--- config.mk ---
export PLATFORM = sky130hd
export DESIGN_NAME = mul_div_unit
export DESIGN_NICKNAME = d
export VERILOG_FILES = /design/src/rtl/mul_div_unit_pkg.sv /design/src/rtl/md_datapath.sv /design/src/rtl/mul_div_unit.sv
export SDC_FILE = /design/constraint.sdc
export NUM_CORES = 1
export LEC_CHECK = 0
export BUFFER_PORTS_ARGS = -buffer_cell sky130_fd_sc_hd__buf_2
export CELL_PAD_IN_SITES_DETAIL_PLACEMENT = 1
export CELL_PAD_IN_SITES_GLOBAL_PLACEMENT = 1
export CORE_MARGIN = 2
export CORE_UTILIZATION = 41
export CTS_CLUSTER_DIAMETER = 150
export DETAILED_ROUTE_END_ITERATION = 8
export MAX_ROUTING_LAYER = met4
export PLACE_DENSITY = 0.86
export SKIP_CTS_REPAIR_TIMING = 1
export SLEW_MARGIN = 40
export SYNTH_ARGS = -nofsm -noshare
export SYNTH_HDL_FRONTEND = slang
export SYNTH_SLANG_ARGS = --single-unit
--- constraint.sdc ---
create_clock -name clk -period 3.9 [get_ports clk]
set_input_delay 0.975 -clock clk [delete_from_list [all_inputs] [get_ports clk]]
set_output_delay 0.975 -clock clk [all_outputs]
set_load 0.03 [all_outputs]
--- src/rtl/mul_div_unit_pkg.sv ---
// Shared definitions for the EX-stage iterative multiply/divide unit:
// op and funct encodings, FSM states and operand helpers.
package mul_div_unit_pkg;

   typedef enum logic [1:0] {
      MD_MULT  = 2'b00,
      MD_MULTU = 2'b01,
      MD_DIV   = 2'b10,
      MD_DIVU  = 2'b11
   } md_op_e;

   localparam logic [5:0] F_MFHI  = 6'h10;
   localparam logic [5:0] F_MTHI  = 6'h11;
   localparam logic [5:0] F_MFLO  = 6'h12;
   localparam logic [5:0] F_MTLO  = 6'h13;
   localparam logic [5:0] F_MULT  = 6'h18;
   localparam logic [5:0] F_MULTU = 6'h19;
   localparam logic [5:0] F_DIV   = 6'h1A;
   localparam logic [5:0] F_DIVU  = 6'h1B;

   typedef enum logic [1:0] {
      IDLE = 2'b00,
      MUL  = 2'b01,
      DIV  = 2'b10,
      FIN  = 2'b11
   } md_state_e;

   // Two's-complement negate when neg is set, otherwise pass through.
   function automatic logic [31:0] mag32(input logic [31:0] v, input logic neg);
      return neg ? (~v + 32'd1) : v;
   endfunction

endpackage

--- src/rtl/md_datapath.sv ---
// Combinational step logic for the multiply/divide unit: one shift-add or
// restoring shift-subtract iteration, plus sign fix-up of the final result.
module md_datapath
   import mul_div_unit_pkg::*;
#(
   parameter logic [31:0] DIV0_Q = 32'hFFFF_FFFF
) (
   input  logic        is_div,
   input  logic [63:0] acc,
   input  logic [31:0] rem,
   input  logic [31:0] b,
   input  logic        neg_q,
   input  logic        neg_r,
   input  logic        div0,
   output logic [63:0] acc_nxt,
   output logic [31:0] rem_nxt,
   output logic [31:0] res_hi,
   output logic [31:0] res_lo
);

   logic [32:0] sum;
   logic [32:0] shifted;
   logic [32:0] diff;
   logic        go;
   logic [63:0] prod;

   always_comb begin
      sum     = {1'b0, acc[63:32]} + (acc[0] ? {1'b0, b} : 33'd0);
      shifted = {rem, acc[31]};
      diff    = shifted - {1'b0, b};
      // A set top bit means shifted already exceeds any 32-bit divisor.
      go      = shifted[32] | ~diff[32];
      prod    = neg_q ? (~acc + 64'd1) : acc;
      if (is_div) begin
         acc_nxt = {acc[63:32], acc[30:0], go};
         rem_nxt = go ? diff[31:0] : shifted[31:0];
         res_lo  = div0 ? DIV0_Q : mag32(acc[31:0], neg_q);
         res_hi  = mag32(rem, neg_r);
      end else begin
         acc_nxt = {sum, acc[31:1]};
         rem_nxt = rem;
         res_lo  = prod[31:0];
         res_hi  = prod[63:32];
      end
   end

endmodule

--- src/rtl/mul_div_unit.sv ---
// Iterative radix-2 multiply/divide unit with HI/LO state for the EX stage.
// Owns the FSM, iteration counter and the architectural HI/LO registers.
module mul_div_unit
   import mul_div_unit_pkg::*;
#(
   parameter logic [31:0] DIV0_Q = 32'hFFFF_FFFF,
   parameter int unsigned ITER   = 32
) (
   input  logic        clk,
   input  logic        rst_n,
   input  logic        start,
   input  logic [1:0]  op,
   input  logic [31:0] rs_val,
   input  logic [31:0] rt_val,
   input  logic        mthi,
   input  logic        mtlo,
   input  logic [31:0] wdata,
   output logic        busy,
   output logic        done,
   output logic [31:0] hi,
   output logic [31:0] lo
);

   localparam int unsigned CW = (ITER > 1) ? $clog2(ITER) : 1;

   md_state_e      state;
   logic [CW-1:0]  cnt;
   logic [63:0]    acc;
   logic [31:0]    rem;
   logic [31:0]    b;
   logic           neg_q;
   logic           neg_r;
   logic           div0;
   logic           is_div;

   logic [63:0]    acc_nxt;
   logic [31:0]    rem_nxt;
   logic [31:0]    res_hi;
   logic [31:0]    res_lo;

   logic           sgn_op;
   logic           div_op;
   logic [31:0]    mag_rs;
   logic [31:0]    mag_rt;

   always_comb begin
      sgn_op = (op == MD_MULT) || (op == MD_DIV);
      div_op = (op == MD_DIV)  || (op == MD_DIVU);
      mag_rs = mag32(rs_val, sgn_op & rs_val[31]);
      mag_rt = mag32(rt_val, sgn_op & rt_val[31]);
   end

   md_datapath #(.DIV0_Q(DIV0_Q)) u_dp (
      .is_div  (is_div),
      .acc     (acc),
      .rem     (rem),
      .b       (b),
      .neg_q   (neg_q),
      .neg_r   (neg_r),
      .div0    (div0),
      .acc_nxt (acc_nxt),
      .rem_nxt (rem_nxt),
      .res_hi  (res_hi),
      .res_lo  (res_lo)
   );

   always_ff @(posedge clk or negedge rst_n) begin
      if (!rst_n) begin
         state  <= IDLE;
         cnt    <= '0;
         acc    <= '0;
         rem    <= '0;
         b      <= '0;
         neg_q  <= 1'b0;
         neg_r  <= 1'b0;
         div0   <= 1'b0;
         is_div <= 1'b0;
         busy   <= 1'b0;
         done   <= 1'b0;
         hi     <= '0;
         lo     <= '0;
      end else begin
         done <= 1'b0;
         case (state)
            IDLE: begin
               if (mthi) hi <= wdata;
               if (mtlo) lo <= wdata;
               if (start) begin
                  state  <= div_op ? DIV : MUL;
                  busy   <= 1'b1;
                  cnt    <= '0;
                  rem    <= '0;
                  // Multiply shifts the multiplier out of acc[31:0]; divide
                  // shifts the dividend out and quotient bits in.
                  b      <= div_op ? mag_rt : mag_rs;
                  acc    <= {32'd0, div_op ? mag_rs : mag_rt};
                  neg_q  <= sgn_op & (rs_val[31] ^ rt_val[31]);
                  neg_r  <= sgn_op & rs_val[31];
                  div0   <= div_op && (rt_val == 32'd0);
                  is_div <= div_op;
               end
            end
            MUL, DIV: begin
               acc <= acc_nxt;
               rem <= rem_nxt;
               cnt <= cnt + CW'(1);
               if (cnt == CW'(ITER - 1)) state <= FIN;
            end
            FIN: begin
               hi    <= res_hi;
               lo    <= res_lo;
               done  <= 1'b1;
               busy  <= 1'b0;
               state <= IDLE;
            end
            default: state <= IDLE;
         endcase
      end
   end

endmodule

==> reports/metrics.yaml <==
nNetsFinal: 2415
cts_max_level: 1
yosys-top-cells-area: "dfrtp_1 (30%), o21ai_0 (6.2%), a21oi_1 (6.1%), nand2_1 (5.9%), xnor2_1 (5.7%)"
cts_buffer_depth: 3
p_leak_nw: 8.41
netlist_area_um2: 16900
synth_most_common_cell: "nand2_1"
yosysTopAreaCellShare: 0.304
r2r_start: "rem[1]"
cts_buffers: 25
fin_crit_sh: 0.913
avgSynthCellArea_um2: 7.94
p_comb_frac: 0.606
max_slew_margin: 0.446
yosysSeqAreaShare: 0.304
rr_worst_depth: 11
port_buffers: 168
place_ws_ns: 0.212
crit_type: "register to register"
worstReg2RegEnd: "rem[12]"
hold_path_class: "input pin to asynchronous set/reset pin"
clock_power_share: 0.144
p_int_mw: 7.68
place_congestion: 0.957
drc: 0
grt_max_degree: 106
dieArea_um2: 42800
vias: 17200
first_iter_violations: 1522
worst_pin_slew_ns: 0.831
switchingPower_mw: 8.42
diodes: 0
status: "completed"
drive_gt1_frac: 0.148
drt-total-wl_um: 64200
synthFlopType: "dfrtp_1"
synth-seq-cells: 205
core_area_um2: 40700
firstDrtPassIters: 5
path_clk_slew_ns: 0.06
cts.sinks: 205
grt_pass1_vias: 17400
period_needed_ns: 3.56
initial_core_util: 0.414
grt_pass1_wl_um: 99100
cp-start-kind: "register"
ir_drop_uv: 459
finClkSkew_ns: 0.0134
synthToLayoutAreaGrowth_pct: 13.3
ys_top_cells_by_count: "nand2_1 (267), o21ai_0 (208), a21oi_1 (206)"
via_per_inst: 6.15
clk_latency_ns: 0.55
switching_share: 0.523
cts_tree: "yes"
cap_violations: 0
synthArstFlopShare: 1.00
slew_viol_final: 0
p_per_area_nw_per_um2: 843
fmax_mhz: 281
die_h_um: 207
fin_ws_ns: 0.339
dp_hpwl_um: 50200
critPathCaptureType: "register"
fp.dieW_um: 207
seq_power_share: 0.251
ys_types: 78
finalHoldViolCount: 0
rsz0062_at_grt: "false"
syn_inst: 2123
yosys.area.top_type: "dfrtp_1"
detail-route-antenna-nets: 0
ys_warn_count: 0
crit_path_max_fanout: 30
gr-total-overflow: 0
antenna_found_initial: 0
setup_violations: 0
ios: 169
track_usage: 0.306
arrival_ns: 3.98
cp_data_required_time_ns: 4.32
synth_edf_count: 0
avgRoutedWirePerCell_um: 23.0
ff2ff_setup_slack_ns: 0.34
syn-num-nets: 2300
num_rows: 74
cts-root-buf: "clkbuf_16"
fin_setup_tns_ns: 0
-- state kept, by name, indices dropped and copies added, names as in the netlist --
name	cells
acc	64
b	32
busy	1
cnt	5
div0	1
done	1
hi	32
is_div	1
lo	32
neg_q	1
neg_r	1
rem	32
state	2
-- worst max-delay path, cell delays in order, from the launching register on --
cell and delay [ns]:
dfrtp_1 0.46, ha_1 0.38, nor2b_1 0.18, o31a_1 0.27, o41a_1 0.43, a31o_2 0.31
a21oi_1 0.23, a21oi_1 0.20, o21ai_2 0.22, buf_12 0.21, nand2_1 0.16, a221o_1 0.38
-- per-layer routing --
| metal | track usage | up-vias | part of all wire |
|---|---|---|---|
| li1 | - | 7906 | - |
| met1 | 0.396 | 8472 | 0.44 |
| met2 | 0.483 | 646 | 0.45 |
| met3 | 0.0432 | 127 | 0.068 |
| met4 | 0.128 | 0 | 0.046 |
| met5 | - | - | 0 |
-- area by class of cell --
type | count | area, um^2
Clock buffer | 35 | 713
Tap cell | 532 | 666
Fill cell | 5053 | 21600
Multi-Input combinational cell | 1707 | 10900
Clock inverter | 10 | 97.6
Sequential cell | 205 | 5130
Inverter | 73 | 274
Timing Repair Buffer | 226 | 1340
-- kinds of logic after synthesis --
group | count (synthesis) | share of synthesized area
AO/OA/AOI/OAI | 705 | 0.258
XOR/XNOR | 201 | 0.104
adder cells (fa/ha/maj) | 74 | 0.0558
buffers and inverters | 211 | 0.0535
flip-flops | 205 | 0.304
multiplexers | 47 | 0.0293
AND/OR/NAND/NOR | 680 | 0.195
-- cell usage in the layout, fill, tap and decap left out, drive strengths merged, types with 6 or more instances in the layout --
master and count:
a31oi 9, nor3 47, mux2i 28, o211ai 16, nand4 30, xnor2 110
o21ai 214, o311ai 20, mux2 19, nand3b 6, buf 225, o21bai 11
a21oi 207, nand2 268, clkbuf 36, o21a 8, o22ai 35, nor3b 23
o31ai 56, nor4 19, o41ai 23, nor2 158, xor2 91, nor2b 15
and2 8, or4 24, dfrtp 205, a211oi 25, a221o 6, ha 72
nand3 22, clkinv 8, or3 16, a21o 31, inv 74, nand2b 26
-- power groups by stage --
stage	clock network, mW	logic [mW]	registers (mW)
after floorplan	0	6.30	4.18
after global placement	0	9.11	3.98
after detailed placement	0	9.54	4.05
after CTS	2.33	9.63	4.01
after global routing	2.42	10.6	4.14
final	2.31	9.75	4.04
-- per-stage QoR --
stage                     area [um^2]  utilization  power (mW)  hold slack, ns  cells
final                           19100        0.469        16.1           0.433   2788
after global routing            19100        0.469        17.2           0.462   2788
after CTS                       19100        0.469        16.0           0.446   2788
after detailed placement        18300        0.449        13.6           0.462   2743
after global placement          18300        0.449        13.1           0.456   2743
after floorplan                 16900            -        10.5           0.439   2123
-- worst max path at each step --
stage / from / to / slack, ns / cells after the start
floorplan: acc[0] / acc[60] / 0.57 / 13
global placement: rt_val[5] / acc[23] / 0.30 / 10
detailed placement: rt_val[0] / b[30] / 0.21 / 12
CTS: rem[1] / rem[12] / 0.37 / 11
global route: rem[0] / rem[25] / 0.02 / 12
finish: rem[1] / rem[12] / 0.34 / 11
Note: power is estimated with default switching activity, not from simulation.
